## src/rtl/alu_pkg.sv

```systemverilog
`timescale 1ns/1ps
// ---------------------------------------------------------------------------
// alu_pkg
//   Shared definitions for the ALU issue/capture stage.
//   - Opcode values as seen on the ALU select port (OP_ADD .. OP_SHR);
//     anything above OP_LAST is an illegal opcode.
//   - Error codes reported on res_err.
//   - State encoding of the issue FSM.
//   - Small helper that classifies an opcode as legal or illegal.
// ---------------------------------------------------------------------------
package alu_pkg;

  // ALU select encoding
  localparam logic [3:0] OP_ADD  = 4'd0;
  localparam logic [3:0] OP_SUB  = 4'd1;
  localparam logic [3:0] OP_MUL  = 4'd2;
  localparam logic [3:0] OP_DIV  = 4'd3;
  localparam logic [3:0] OP_SHL  = 4'd4;
  localparam logic [3:0] OP_SHR  = 4'd5;
  localparam logic [3:0] OP_LAST = OP_SHR;

  // Result error codes
  localparam logic [1:0] ERR_OK      = 2'b00;
  localparam logic [1:0] ERR_ILLEGAL = 2'b01;
  localparam logic [1:0] ERR_DIV0    = 2'b10;

  // Issue FSM states
  typedef enum logic [1:0] {
    ST_IDLE  = 2'd0,
    ST_ISSUE = 2'd1,
    ST_HOLD  = 2'd2
  } state_e;

  // True for opcodes the ALU defines a function for.
  function automatic logic op_is_legal(input logic [3:0] op);
    return (op <= OP_LAST);
  endfunction

endpackage

```

## src/rtl/alu_issue_ctrl.sv

```systemverilog
`timescale 1ns/1ps
// ---------------------------------------------------------------------------
// alu_issue_ctrl
//   Issue/capture stage in front of an 8-bit combinational ALU. One command
//   is accepted per cmd handshake, presented to the ALU from registers for one
//   cycle, and the ALU response is captured into a registered result with
//   flags that is held until the consumer takes it.
//
//   The stage never computes arithmetic itself. It only:
//     - replaces undefined selects (illegal opcodes) and divide-by-zero with
//       select 0 so the ALU is never asked for something undefined,
//     - overrides the captured result for those two error cases,
//     - masks the carry flag to ADD only.
//
// Ports
//   clk        in   rising-edge clock
//   rst        in   synchronous active-high reset
//   cmd_valid  in   command present
//   cmd_ready  out  stage idle and able to take a command
//   cmd_a      in   operand a
//   cmd_b      in   operand b
//   cmd_op     in   opcode (ALU select encoding)
//   alu_a      out  registered operand a to the ALU
//   alu_b      out  registered operand b to the ALU
//   alu_sel    out  registered (sanitised) select to the ALU
//   alu_out    in   ALU result
//   alu_carry  in   ALU carry out of a+b
//   res_valid  out  result present
//   res_ready  in   consumer accepts result
//   res_data   out  registered result
//   res_carry  out  carry flag, ADD only
//   res_zero   out  res_data == 0
//   res_err    out  00 ok, 01 illegal op, 10 divide-by-zero
// ---------------------------------------------------------------------------
module alu_issue_ctrl
  import alu_pkg::*;
#(
  parameter int                DATA_W      = 8,
  parameter int                SEL_W       = 4,
  parameter logic [DATA_W-1:0] DIV0_RESULT = 8'hFF
) (
  input  logic              clk,
  input  logic              rst,
  // command side
  input  logic              cmd_valid,
  output logic              cmd_ready,
  input  logic [DATA_W-1:0] cmd_a,
  input  logic [DATA_W-1:0] cmd_b,
  input  logic [SEL_W-1:0]  cmd_op,
  // ALU side
  output logic [DATA_W-1:0] alu_a,
  output logic [DATA_W-1:0] alu_b,
  output logic [SEL_W-1:0]  alu_sel,
  input  logic [DATA_W-1:0] alu_out,
  input  logic              alu_carry,
  // result side
  output logic              res_valid,
  input  logic              res_ready,
  output logic [DATA_W-1:0] res_data,
  output logic              res_carry,
  output logic              res_zero,
  output logic [1:0]        res_err
);

  // -------------------------------------------------------------------------
  // State
  // -------------------------------------------------------------------------
  state_e              state_q,     state_d;
  logic [DATA_W-1:0]   alu_a_q,     alu_a_d;
  logic [DATA_W-1:0]   alu_b_q,     alu_b_d;
  logic [SEL_W-1:0]    alu_sel_q,   alu_sel_d;
  // Classification of the in-flight command, decided at accept time so the
  // capture cycle only has to pick between ALU output and an override.
  logic [1:0]          err_pend_q,  err_pend_d;
  logic                is_add_q,    is_add_d;
  logic                res_valid_q, res_valid_d;
  logic [DATA_W-1:0]   res_data_q,  res_data_d;
  logic                res_carry_q, res_carry_d;
  logic                res_zero_q,  res_zero_d;
  logic [1:0]          res_err_q,   res_err_d;

  // Command classification
  logic                cmd_legal;
  logic                cmd_div0;
  logic [1:0]          cmd_err;

  // Values the result registers take at the end of the ISSUE cycle
  logic [DATA_W-1:0]   cap_data;
  logic                cap_carry;
  logic                cap_zero;

  // -------------------------------------------------------------------------
  // Command classification
  // -------------------------------------------------------------------------
  always_comb begin
    cmd_legal = op_is_legal(4'(cmd_op)) && (cmd_op <= SEL_W'(OP_LAST));
    cmd_div0  = (cmd_op == SEL_W'(OP_DIV)) && (cmd_b == '0);
    cmd_err   = ERR_OK;
    if (!cmd_legal) begin
      cmd_err = ERR_ILLEGAL;
    end else if (cmd_div0) begin
      cmd_err = ERR_DIV0;
    end
  end

  // -------------------------------------------------------------------------
  // Flag / capture logic: what the result registers load in ISSUE
  // -------------------------------------------------------------------------
  always_comb begin
    cap_data  = alu_out;
    cap_carry = is_add_q & alu_carry;
    case (err_pend_q)
      ERR_ILLEGAL: begin
        cap_data  = '0;
        cap_carry = 1'b0;
      end
      ERR_DIV0: begin
        cap_data  = DIV0_RESULT;
        cap_carry = 1'b0;
      end
      default: begin
        cap_data  = alu_out;
        cap_carry = is_add_q & alu_carry;
      end
    endcase
    cap_zero = (cap_data == '0);
  end

  // -------------------------------------------------------------------------
  // FSM next state and register next values
  // -------------------------------------------------------------------------
  always_comb begin
    state_d     = state_q;
    alu_a_d     = alu_a_q;
    alu_b_d     = alu_b_q;
    alu_sel_d   = alu_sel_q;
    err_pend_d  = err_pend_q;
    is_add_d    = is_add_q;
    res_valid_d = res_valid_q;
    res_data_d  = res_data_q;
    res_carry_d = res_carry_q;
    res_zero_d  = res_zero_q;
    res_err_d   = res_err_q;

    case (state_q)
      ST_IDLE: begin
        if (cmd_valid) begin
          alu_a_d    = cmd_a;
          alu_b_d    = cmd_b;
          // Any error case parks the ALU on select 0 (a defined function),
          // so the ALU never sees an undefined select or a zero divisor.
          alu_sel_d  = (cmd_err == ERR_OK) ? cmd_op : '0;
          err_pend_d = cmd_err;
          is_add_d   = (cmd_op == SEL_W'(OP_ADD));
          state_d    = ST_ISSUE;
        end
      end

      ST_ISSUE: begin
        // ALU has had a full cycle to settle on the registered operands.
        res_valid_d = 1'b1;
        res_data_d  = cap_data;
        res_carry_d = cap_carry;
        res_zero_d  = cap_zero;
        res_err_d   = err_pend_q;
        state_d     = ST_HOLD;
      end

      ST_HOLD: begin
        if (res_ready) begin
          res_valid_d = 1'b0;
          state_d     = ST_IDLE;
        end
      end

      default: begin
        state_d = ST_IDLE;
      end
    endcase
  end

  // -------------------------------------------------------------------------
  // Registers
  // -------------------------------------------------------------------------
  always_ff @(posedge clk) begin
    if (rst) begin
      state_q     <= ST_IDLE;
      alu_a_q     <= '0;
      alu_b_q     <= '0;
      alu_sel_q   <= '0;
      err_pend_q  <= ERR_OK;
      is_add_q    <= 1'b0;
      res_valid_q <= 1'b0;
      res_data_q  <= '0;
      res_carry_q <= 1'b0;
      res_zero_q  <= 1'b0;
      res_err_q   <= ERR_OK;
    end else begin
      state_q     <= state_d;
      alu_a_q     <= alu_a_d;
      alu_b_q     <= alu_b_d;
      alu_sel_q   <= alu_sel_d;
      err_pend_q  <= err_pend_d;
      is_add_q    <= is_add_d;
      res_valid_q <= res_valid_d;
      res_data_q  <= res_data_d;
      res_carry_q <= res_carry_d;
      res_zero_q  <= res_zero_d;
      res_err_q   <= res_err_d;
    end
  end

  // -------------------------------------------------------------------------
  // Outputs (all registered or decoded from registered state)
  // -------------------------------------------------------------------------
  assign cmd_ready = (state_q == ST_IDLE);
  assign alu_a     = alu_a_q;
  assign alu_b     = alu_b_q;
  assign alu_sel   = alu_sel_q;
  assign res_valid = res_valid_q;
  assign res_data  = res_data_q;
  assign res_carry = res_carry_q;
  assign res_zero  = res_zero_q;
  assign res_err   = res_err_q;

endmodule

```

## config.mk

```make
export PLATFORM = sky130hd
export DESIGN_NAME = alu_issue_ctrl
export DESIGN_NICKNAME = d
export VERILOG_FILES = /design/src/rtl/alu_pkg.sv /design/src/rtl/alu_issue_ctrl.sv
export SDC_FILE = /design/constraint.sdc
export NUM_CORES = 1
export LEC_CHECK = 0
export BUFFER_PORTS_ARGS = -buffer_cell sky130_fd_sc_hd__buf_4
export CORE_UTILIZATION = 41
export DETAILED_ROUTE_END_ITERATION = 6
export PLACE_DENSITY = 0.74
export REMOVE_ABC_BUFFERS = 1
export SETUP_SLACK_MARGIN = 0.4
export SYNTH_ARGS = -nofsm -noshare
export SYNTH_HDL_FRONTEND = slang
export SYNTH_SLANG_ARGS = --single-unit
```

## constraint.sdc

```tcl
create_clock -name clk -period 1.3 [get_ports clk]
set_input_delay 0.26 -clock clk [delete_from_list [all_inputs] [get_ports clk]]
set_output_delay 0.26 -clock clk [all_outputs]
set_load 0.05 [all_outputs]
```

# Word-level counts from Yosys, hierarchy flattened
# Cells that the tools add are included.
[word_totals]
in_bits = 33
ff_bits = 38
[op_classes]
reduce_logical = 11
bitwise = 1
n_lt_le_gt_ge = 1
mux = 10
n_eq_ne = 7
[op_table]
columns = ["op", "n"]
rows = [
  ["8-bit zero test", 2],
  ["8-bit case mux with 2 select lines", 1],
  ["2-bit two-way mux", 4],
  ["2-bit case mux with 3 select lines", 1],
  ["2-bit AND reduction", 3],
  ["2-bit by 1-bit equality test with 1-bit output, second input constant", 2],
  ["2-bit equality test, second input constant", 2],
  ["4-bit by 2-bit equality test with 1-bit output, second input constant", 1],
  ["4-bit by 3-bit less-or-equal comparator with 1-bit output, second input constant", 1],
  ["2-bit zero test", 2],
  ["4-bit zero test", 1],
  ["4-bit two-way mux", 1],
  ["2-bit inequality test, second input constant", 2],
  ["1-bit two-way mux", 2],
  ["1-bit case mux with 2 select lines", 1],
  ["2-bit nonzero test", 1],
  ["2-bit OR reduction", 1],
  ["1-bit bitwise AND", 1],
  ["1-bit logical AND", 1],
]

# Depth between registers and ports, before layout
# Gate-level depths: netlist of run 1.
[logic_depth]
depth_word = 6
mapped_depth = 6

# Worst setup path before layout of run 1
# OpenSTA, ideal clock, no wires.
[synth_path]
path_type = "register -> register"
from = "register err_pend_q[0]"
to = "register res_zero_q (netlist: res_zero)"
t_required_ns = 1.165
t_arrival_ns = 1.173
path_stages_with_launch = 7
setup_ns = 0.135
period_less_slack_ns = 1.308
setup_slack_ns = -0.008
n_path_buf = 1
cell_sequence = "dfxtp_1 inv_1 ha_1 clkbuf_1 nor2_1 a31oi_1 a211oi_1"
[synth_via]
elab_chain_len = 3
[synth_rtl]
columns = ["item", "line", "text"]
rows = [
  ["start, declared", "alu_issue_ctrl.sv:74", "logic [1:0] err_pend_q, err_pend_d;"],
  ["start signal, assigned", "alu_issue_ctrl.sv:203", "err_pend_q <= err_pend_d;"],
  ["2-bit equality test or 2-bit by 1-bit equality test with 1-bit output (tied branches)", "alu_issue_ctrl.sv:112", "case (err_pend_q)"],
  ["8-bit case mux with 2 select lines *", "alu_issue_ctrl.sv:112", ""],
  ["8-bit zero test *", "alu_issue_ctrl.sv:126", "cap_zero = (cap_data == '0);"],
  ["end signal, assigned", "alu_issue_ctrl.sv:208", "res_zero_q <= res_zero_d;"],
  ["end, declared", "alu_issue_ctrl.sv:79", "logic res_zero_q, res_zero_d;"],
]
# Every way passes the cells marked *; elsewhere a longest branch is shown, timed or not.
# A chain may end at the register's enable or synchronous reset.

# Worst setup path in the final report of run 1
[layout_path]
from = "register state_q[0]"
to = "register res_zero_q (netlist: res_zero)"
[layout_via]
elab_chain_len = 1
[layout_rtl]
columns = ["item", "line", "text"]
rows = [
  ["start, declared", "alu_issue_ctrl.sv:68", "state_e state_q, state_d;"],
  ["start signal, assigned", "alu_issue_ctrl.sv:199", "state_q <= state_d;"],
  ["2-bit by 1-bit equality test with 1-bit output", "alu_issue_ctrl.sv:145", "case (state_q)"],
]
# No other way between the ends.

==> reports/results.txt, run 1 <==
The run finished, with violations left. The checks that failed: negative setup slack. The cell repeated most along the worst path was buf_6.

The worst hold path belongs to the class in2reg. With fillers left out, the area of the finished cells amounts to 3188 sq um. The final routed wire length divided by cell count was 24.58 microns; the number of DRC violations after detailed routing was 0. The initialized floorplan defines 21 standard-cell rows. The worst pin sits at a relative slew slack of 59.78%. The detailed placer's ending HPWL is 2611 microns. The reported max-cap violation count is 0, and the die span in x is 61.86 microns.

The first global-routing pass estimated 9128 microns of wire. Traced cell by cell, the critical path runs through buf_6 > buf_6 > nor2b_4 > buf_6 > nor2_1 > a211oi_2. Biggest area consumer among synthesized cells: dfxtp_1. Category of the worst setup path launch point: a flop.

A synthesized cell averages 8.299 sq um. The logs give 97 for the fill cell total of the finished layout and 1.396 nW for the leakage power figure. The maximum root-to-sink buffer count was 2. The setup-violating endpoint count in the final report was 25; the cell count after placement was 293.

The area of the mapped netlist was 1469 sq um. Data arrives at the worst endpoint at 1690 ps. The repair_antennas step left the layout with diodes totalling 0. The logs give 1560 ps for the critical path data required time and 0 for the count of endpoints failing hold in the final timing report. After detailed routing, the number of vias per cell comes to 6.173. The netlist uses 28 different library cells. The critical path is of the reg2reg type.

Cells with a size suffix above 1 make up 80.68% of the layout. After floorplanning, the core was sized to cover 3390 sq um. For the pin with the worst max-slew slack, the measured transition is 597.9 ps.

Setup repair after global routing could not meet its margin everywhere. Wires add up to 8383 microns. Cells fill 94.06% of the core in the end. The floorplan step defined a die boundary enclosing 3826 sq um. The total overflow left after global routing is 0. Before CTS, the worst setup slack after placement is -46.14 ps.

Launch point of the worst path: state_q[0]$_SDFFE_PP0P_. Sorting the synthesized cells by area gives the leading types as dfxtp_1, nand2_1, a21oi_1, a211oi_1, nor2_1. The count of cells in the finished layout, fillers not included, comes to 341. Entering global routing, the biggest net connects 27 pins. TritonCTS created 5 clock buffers. CTS built an H-tree with a depth of 2. After clock tree synthesis, the clock-pin slew on the worst setup and hold paths is 130 ps. The run gives 38 as the total number of clock tree sinks.

The post-place instance area is 2097 sq um, and the number of synthesized register bits is 38. Once detail routing completed, the nets flagged for antenna violations numbered 0. The highest clock rate was 0.6981 GHz; the initial core utilization was 43.34%. Power spread over the standard cell area amounts to 1033 nW/um^2. Critical-path cell with the highest stage delay: dfxtp_2. The tree is rooted in a clkbuf_4. Cell count after synthesis: 177. Die boundary height: 61.86 microns.

TritonCTS built the clock tree. In the global route stage, overall resource usage came out at 34.71%. The overall via count from detail_route is 2,105, and the shortest period the worst path allows is 1432 ps. The initial detailed-routing violation count was 217.

Input and output buffers added on the ports amount to 66. Share of the cycle needed by the critical path after routing: 110.2%. The largest incremental delay on the critical path came out at 390 ps. The setup slack on the worst flop-to-flop path is -130 ps, and the sequential share of the synthesized area is 51.79%.

The run gives 0.7782 as the final RePlAce weighted congestion. The tools report the via count of the first global-routing pass as 1,787. The critical path endpoint category was a flop. The startpoint identified for the worst hold timing path is cmd_a[6]. The top-area cell type share of the netlist area came out at 51.79%.

The logs give -132.5 ps for the post-route worst setup slack and 370 ps for the clock insertion delay at the later pin of the skew report. For this run, the detailed router's first-pass iteration total came to 5. The net count of the finished layout is 328. Final number of max-transition violations: 0.

The startpoint identified for the worst register-to-register timing path is state_q[0]$_SDFFE_PP0P_. The number of warnings printed during yosys synthesis is 0, and the peak fanout along the critical path is 7. The hold buffer count at CTS is 0, and the synthesis-to-layout area growth is 117.0%.

Clock skew on the completed layout was measured at 18.53 ps. The number of primary I/O pins was 67; the worst ir drop on vdd was 0.7736 mV. The tools report the worst hold-check slack as 136.4 ps.

For the number of antenna violations at the first check in global routing, the log shows 0.
==> per-layer routing <==
metal / vias to the layer above / share of wire (%) / track usage, %
li1: 840 / - / -
met1: 981 / 35 / 37.82
met2: 214 / 49 / 56.84
met3: 70 / 8.8 / 12.22
met4: 0 / 6.6 / 23.49
met5: - / 0 / 0
==> sequential cells by signal, indices dropped and copies added (netlist names) <==
signal / count
alu_a: 8
alu_b: 8
alu_sel: 4
err_pend_q: 2
is_add_q: 1
res_carry: 1
res_data: 8
res_err: 2
res_valid: 1
res_zero: 1
state_q: 2
==> kinds of logic after synthesis <==
group / synth area share (%)
AO/OA/AOI/OAI: 16.70
flip-flops: 51.79
AND/OR/NAND/NOR: 26.41
adder cells (fa/ha/maj): 0.8517
buffers and inverters: 4.259
==> synthesized netlist by cell type <==
cell type / count
nand2_1: 50
dfxtp_1: 38
a21oi_1: 25
nor2_1: 14
a211oi_1: 9
nor3b_1: 5
buf_2: 4
clkbuf_1: 3
nor4_1: 3
a31o_2: 2
buf_1: 2
inv_1: 2
nand3_1: 2
nand4_1: 2
nor2b_1: 2
nor4b_1: 2
a211oi_2: 1
a21o_1: 1
a21oi_2: 1
a31oi_1: 1
buf_6: 1
clkbuf_2: 1
ha_1: 1
nand2b_1: 1
nor3_1: 1
nor3_2: 1
or3b_1: 1
or3b_2: 1
==> critical path, delay by kind of cell (launching register included) <==
kind,cells,cell delay [ps]
AO/OA/AOI/OAI,1,200
AND/OR/NAND/NOR,2,310
flip-flops,1,390
buffers and inverters,3,440
==> repair_timing <==
action	in CTS	in global routing
pin swaps	43	12
gates cloned	2	0
resized for setup	166	46
setup buffers	24	14
setup endpoints to repair	71	72
==> per-stage QoR <==
| stage | setup TNS (ps) | total power [mW] |
|---|---|---|
| detailed placement | -200.4 | 1.962 |
| floorplan | -14360 | 1.662 |
| CTS | -31.76 | 3.017 |
| global placement | -90.73 | 1.954 |
| finish | -983.9 | 3.294 |
| global route | -2446 | 3.386 |
==> where the power goes <==
part | switching (mW) | internal (mW)
combinational | 0.635 | 0.527
sequential | 0.0707 | 1.24
clock | 0.451 | 0.370
==> layout by cell type, fill, tap and decap left out, types with 2 or more instances in the layout <==
cell type  instances
a211oi_2           9
a21oi_1           10
a21oi_2           15
a31o_2             2
buf_12             2
buf_4             69
buf_6             14
buf_8             35
clkbuf_4           5
clkbuf_8           3
dfxtp_2           32
dfxtp_4            5
inv_2              2
nand2_1           28
nand2_2           14
nand2_4            8
nand4_1            2
nor2_1             5
nor2_2             5
nor2_4             4
nor3b_2            5
nor4_1             3
nor4b_1            2
or3b_4             2
==> area by class of cell <==
type | count | area, sq um | area share (%)
Timing Repair Buffer | 121 | 1269 | 39.80
Sequential cell | 38 | 819.5 | 25.71
Tap cell | 46 | 57.56 | 1.805
Multi-Input combinational cell | 126 | 955.9 | 29.98
Clock buffer | 8 | 78.83 | 2.473
Inverter | 2 | 7.507 | 0.2355
==> path summary, 6_finish.rpt <==
path | endpoint | cells past startpoint
worst max register to register | res_zero$_SDFFE_PP0P_ | 6
worst max-delay path | res_zero$_SDFFE_PP0P_ | 6
worst min register to register | res_err[0]$_SDFFE_PP0P_ | 2
worst min-delay path | alu_a[6]$_SDFFE_PP0P_ | 3
Power figures use the tool's default switching activity.
==> inputs of run 2 (changes only) <==
--- a/config.mk
+++ b/config.mk
@@ -6,9 +6,9 @@
 export NUM_CORES = 1
 export LEC_CHECK = 0
 export BUFFER_PORTS_ARGS = -buffer_cell sky130_fd_sc_hd__buf_4
-export CORE_UTILIZATION = 41
+export CORE_UTILIZATION = 38
 export DETAILED_ROUTE_END_ITERATION = 6
-export PLACE_DENSITY = 0.74
+export PLACE_DENSITY = 0.7
 export REMOVE_ABC_BUFFERS = 1
 export SETUP_SLACK_MARGIN = 0.4
 export SYNTH_ARGS = -nofsm -noshare
==> run 2 against run 1 <==
The run now ends clean. Clock-buffer cell count shrank 1. Fmax grew 10%. Global-route usage shrank 10 points. Hold slack gained 67 ps. Sequential share of layout area grew 0.52 points. Utilization shrank 10 points. Routed wire length shrank 31%. Via count shrank 16%. Register-to-register slack gained 140 ps. Non-clock buffer count shrank 3. Setup slack gained 140 ps. Critical endpoint is now alu_a[1]$_SDFFE_PP0P_. Largest power group unchanged.
==> reports/results.txt, run 2 (synthesis gave the netlist of run 1 again) <==
The type of the worst setup path was reg2reg. The library cell used as clock root buffer was clkbuf_8. Number of cells on the worst reg-to-reg path: 6.

The switching share of power was 32.56%. Clock insertion delay at the later pin of the skew report: 290 ps. The run gives 3 ps as the setup slack on the worst flop-to-flop path. Before antenna repair, the detailed router went through 4 iterations. The region available for standard cell placement spans 3689 sq um.

The via count of the first global-routing pass is 1,663. Launch point of the worst reg-to-reg path: state_q[0]$_SDFFE_PP0P_. The logs give 0.7882 for the final RePlAce weighted congestion and 0 for the count of antenna-violating nets left after detailed routing.

In this run the critical register-to-register path is captured at alu_a[1]$_SDFFE_PP0P_. Combinational cells account for 33.8% of the total power. For this design the ratio of total power to cell area is 1015 nW/um^2. Setup repair after global routing could not meet its margin everywhere. After detailed routing, the number of remaining DRC violations is 0.

The tools report the final number of max-transition violations as 0. The tools report the setup-violating endpoint count in the final report as 0. The number of antenna diodes in the final layout is 0.

On the worst path, the slowest cell contributes a delay of 330 ps. Across the run, the number of max-cap violations was 0. For the highest clock rate, the log shows 0.7713 GHz. STA classifies the critical path startpoint as a flop. TritonCTS built the clock tree.

Once the floorplan was initialized, standard cells occupied 39.82% of the core. After detailed routing, the average wire length per cell comes to 17.17 microns. The analysis attributes to net switching a power of 1.022 mW. The worst setup path is captured at a flop.

Relative to the synthesized area, the layout overhead comes to 110.5%. For the number of cell rows, the log shows 22. The total grt overflow is 0, and the overall via count from detail_route is 1,767. Internal power comes to 2.117 mW. Traced cell by cell, the critical path runs through buf_6 > nor3b_4 > buf_6 > buf_8 > nand2_2 > a21oi_1.

The worst-case hold path end point is alu_a[6]$_SDFFE_PP0P_. The tools report the count of endpoints failing hold in the final timing report as 0. The worst pin sits at a relative slew slack of 70.68%.

The logs give 0 for the hold buffer count at CTS and 4118 sq um for the full die area. Via density per instance: 5.212. Total number of clock tree sinks: 38. In this run the static leakage power is 1.347 nW. For this design the top-level I/O count stands at 67. The layout has 190 filler cells. After legalization and detailed placement, the total HPWL measured 2778 microns. The transition at the pin with the smallest max-transition slack came out at 433.7 ps. Summed over all failing endpoints, the final setup total negative slack is 0 ps. Measured along the x axis, the die boundary spans 64.18 microns.

Of the total power, the clock network draws 24.6%. Number of buffers added on ports: 66. The worst hold-check slack is 203.8 ps, and the number of antenna violations at the first check in global routing is 0.

After clock tree synthesis, the clock-pin slew on the worst setup and hold paths is 70 ps. Of all nets on the critical path, the largest fanout is 6. Leaving out fill and tap cells, the most frequent cell in the layout is buf_4. In the finished design, the share of the clock period the worst path needs comes to 99.73%. The number of H-tree levels is 2, and the number of cells traversed by the worst hold path is 3. Die boundary height: 64.18 microns. In this design, the critical path's most frequently occurring cell is buf_6.

Critical-path cell with the highest stage delay: dfxtp_2. The min-delay analysis places its worst path in the category in2reg. The run gives 2 as the maximum root-to-sink buffer count.

The worst ir drop on vdd was 0.9158 mV. The run gives 7672 microns as the global-route wire length before repair. The post-layout instance count excluding filler cells was 339; the initial detailed-routing violation count was 84. In this run, flip-flops and latches consume 41.6% of the power. CTS buffer count: 5.

The number of placed instances, taps included, is 303. The flow ran to the end, and the final reports show no timing, DRC or antenna violations. In the global route stage, overall resource usage came out at 24.49%.

The fraction of layout cells with a size suffix above 1 was 75.95%. The top cell types in the final layout, fill and taps aside, are buf_4, buf_8, dfxtp_2. The routed design has 5822 microns of wire.

For this run, the post-layout net count is 325. In this run the most critical hold path is launched from cmd_a[6]. At the worst endpoint, the required time is 1510 ps. The total power consumption of the routed design was 3.139 mW; the final setup skew was 4.515 ps. The shortest period the worst path allows was 1297 ps. Data arrives at the worst endpoint at 1510 ps. Entering global routing, the biggest net connects 23 pins.
run 2: changes by cell type in the layout (fill, tap and decap cells not counted), sizes merged:
cell,delta
buf,-3
clkbuf,-1
run 2: worst max-delay path by stage:
stage | endpoint | startpoint | cells past startpoint | slack, ps
CTS | cmd_ready | state_q[1]$_SDFFE_PP0P_ | 3 | 40
detailed placement | alu_sel[0]$_SDFFE_PP0P_ | cmd_b[5] | 4 | -70
global placement | alu_b[4]$_SDFFE_PP0P_ | cmd_valid | 5 | -10
floorplan | alu_sel[0]$_SDFFE_PP0P_ | state_q[0]$_SDFFE_PP0P_ | 3 | -740
global route | alu_a[7]$_SDFFE_PP0P_ | state_q[0]$_SDFFE_PP0P_ | 6 | -30
finish | alu_a[1]$_SDFFE_PP0P_ | state_q[0]$_SDFFE_PP0P_ | 6 | 3
run 2: critical path, delay by kind of cell (launching register included):
kind	cells	cell delay, ps
AND/OR/NAND/NOR	2	290
buffers and inverters	3	440
AO/OA/AOI/OAI	1	160
flip-flops	1	330
run 2: stage by stage:
stage | worst slack, ps | util [%] | area (sq um)
CTS | 40.12 | 74.46 | 2746
floorplan | -743.2 | - | 1414
global route | -25.46 | 83.82 | 3092
detailed placement | -68.71 | 58.21 | 2147
finish | 3.479 | 83.82 | 3092
global placement | -10.12 | 58.21 | 2147
run 2: cell type report:
type                            count  area, sq um  area share, %
Multi-Input combinational cell    126        915.9          29.62
Timing Repair Buffer              118         1221          39.50
Tap cell                           48        60.06          1.943
Clock buffer                        7        76.32          2.469
Inverter                            2        7.507         0.2428
Sequential cell                    38        810.8          26.22
run 2: power by group through the flow:
stage	sequential, mW	clock [mW]	combinational (mW)
2_1_floorplan	1.50	0	0.165
3_3_place_gp	1.29	0	0.675
3_5_place_dp	1.29	0	0.681
4_1_cts	1.29	0.774	0.877
5_1_grt	1.31	0.847	1.11
6_report	1.31	0.771	1.06
run 2: timing repair:
| item | in CTS | in global routing |
|---|---|---|
| pin swaps | 17 | 21 |
| gates resized for setup | 128 | 69 |
| gates cloned | 1 | 2 |
| endpoints found under the setup margin | 71 | 72 |
| buffers inserted | 14 | 12 |
run 2: routing by layer:
metal  vias to the layer above  routed length, microns  GRT usage [%]
met5                         -                       0              0
met4                         0                     200          12.78
met3                        19                     265          4.107
met2                        81                    3059          43.22
met1                       833                    2297          28.13
li1                        834                       -              -
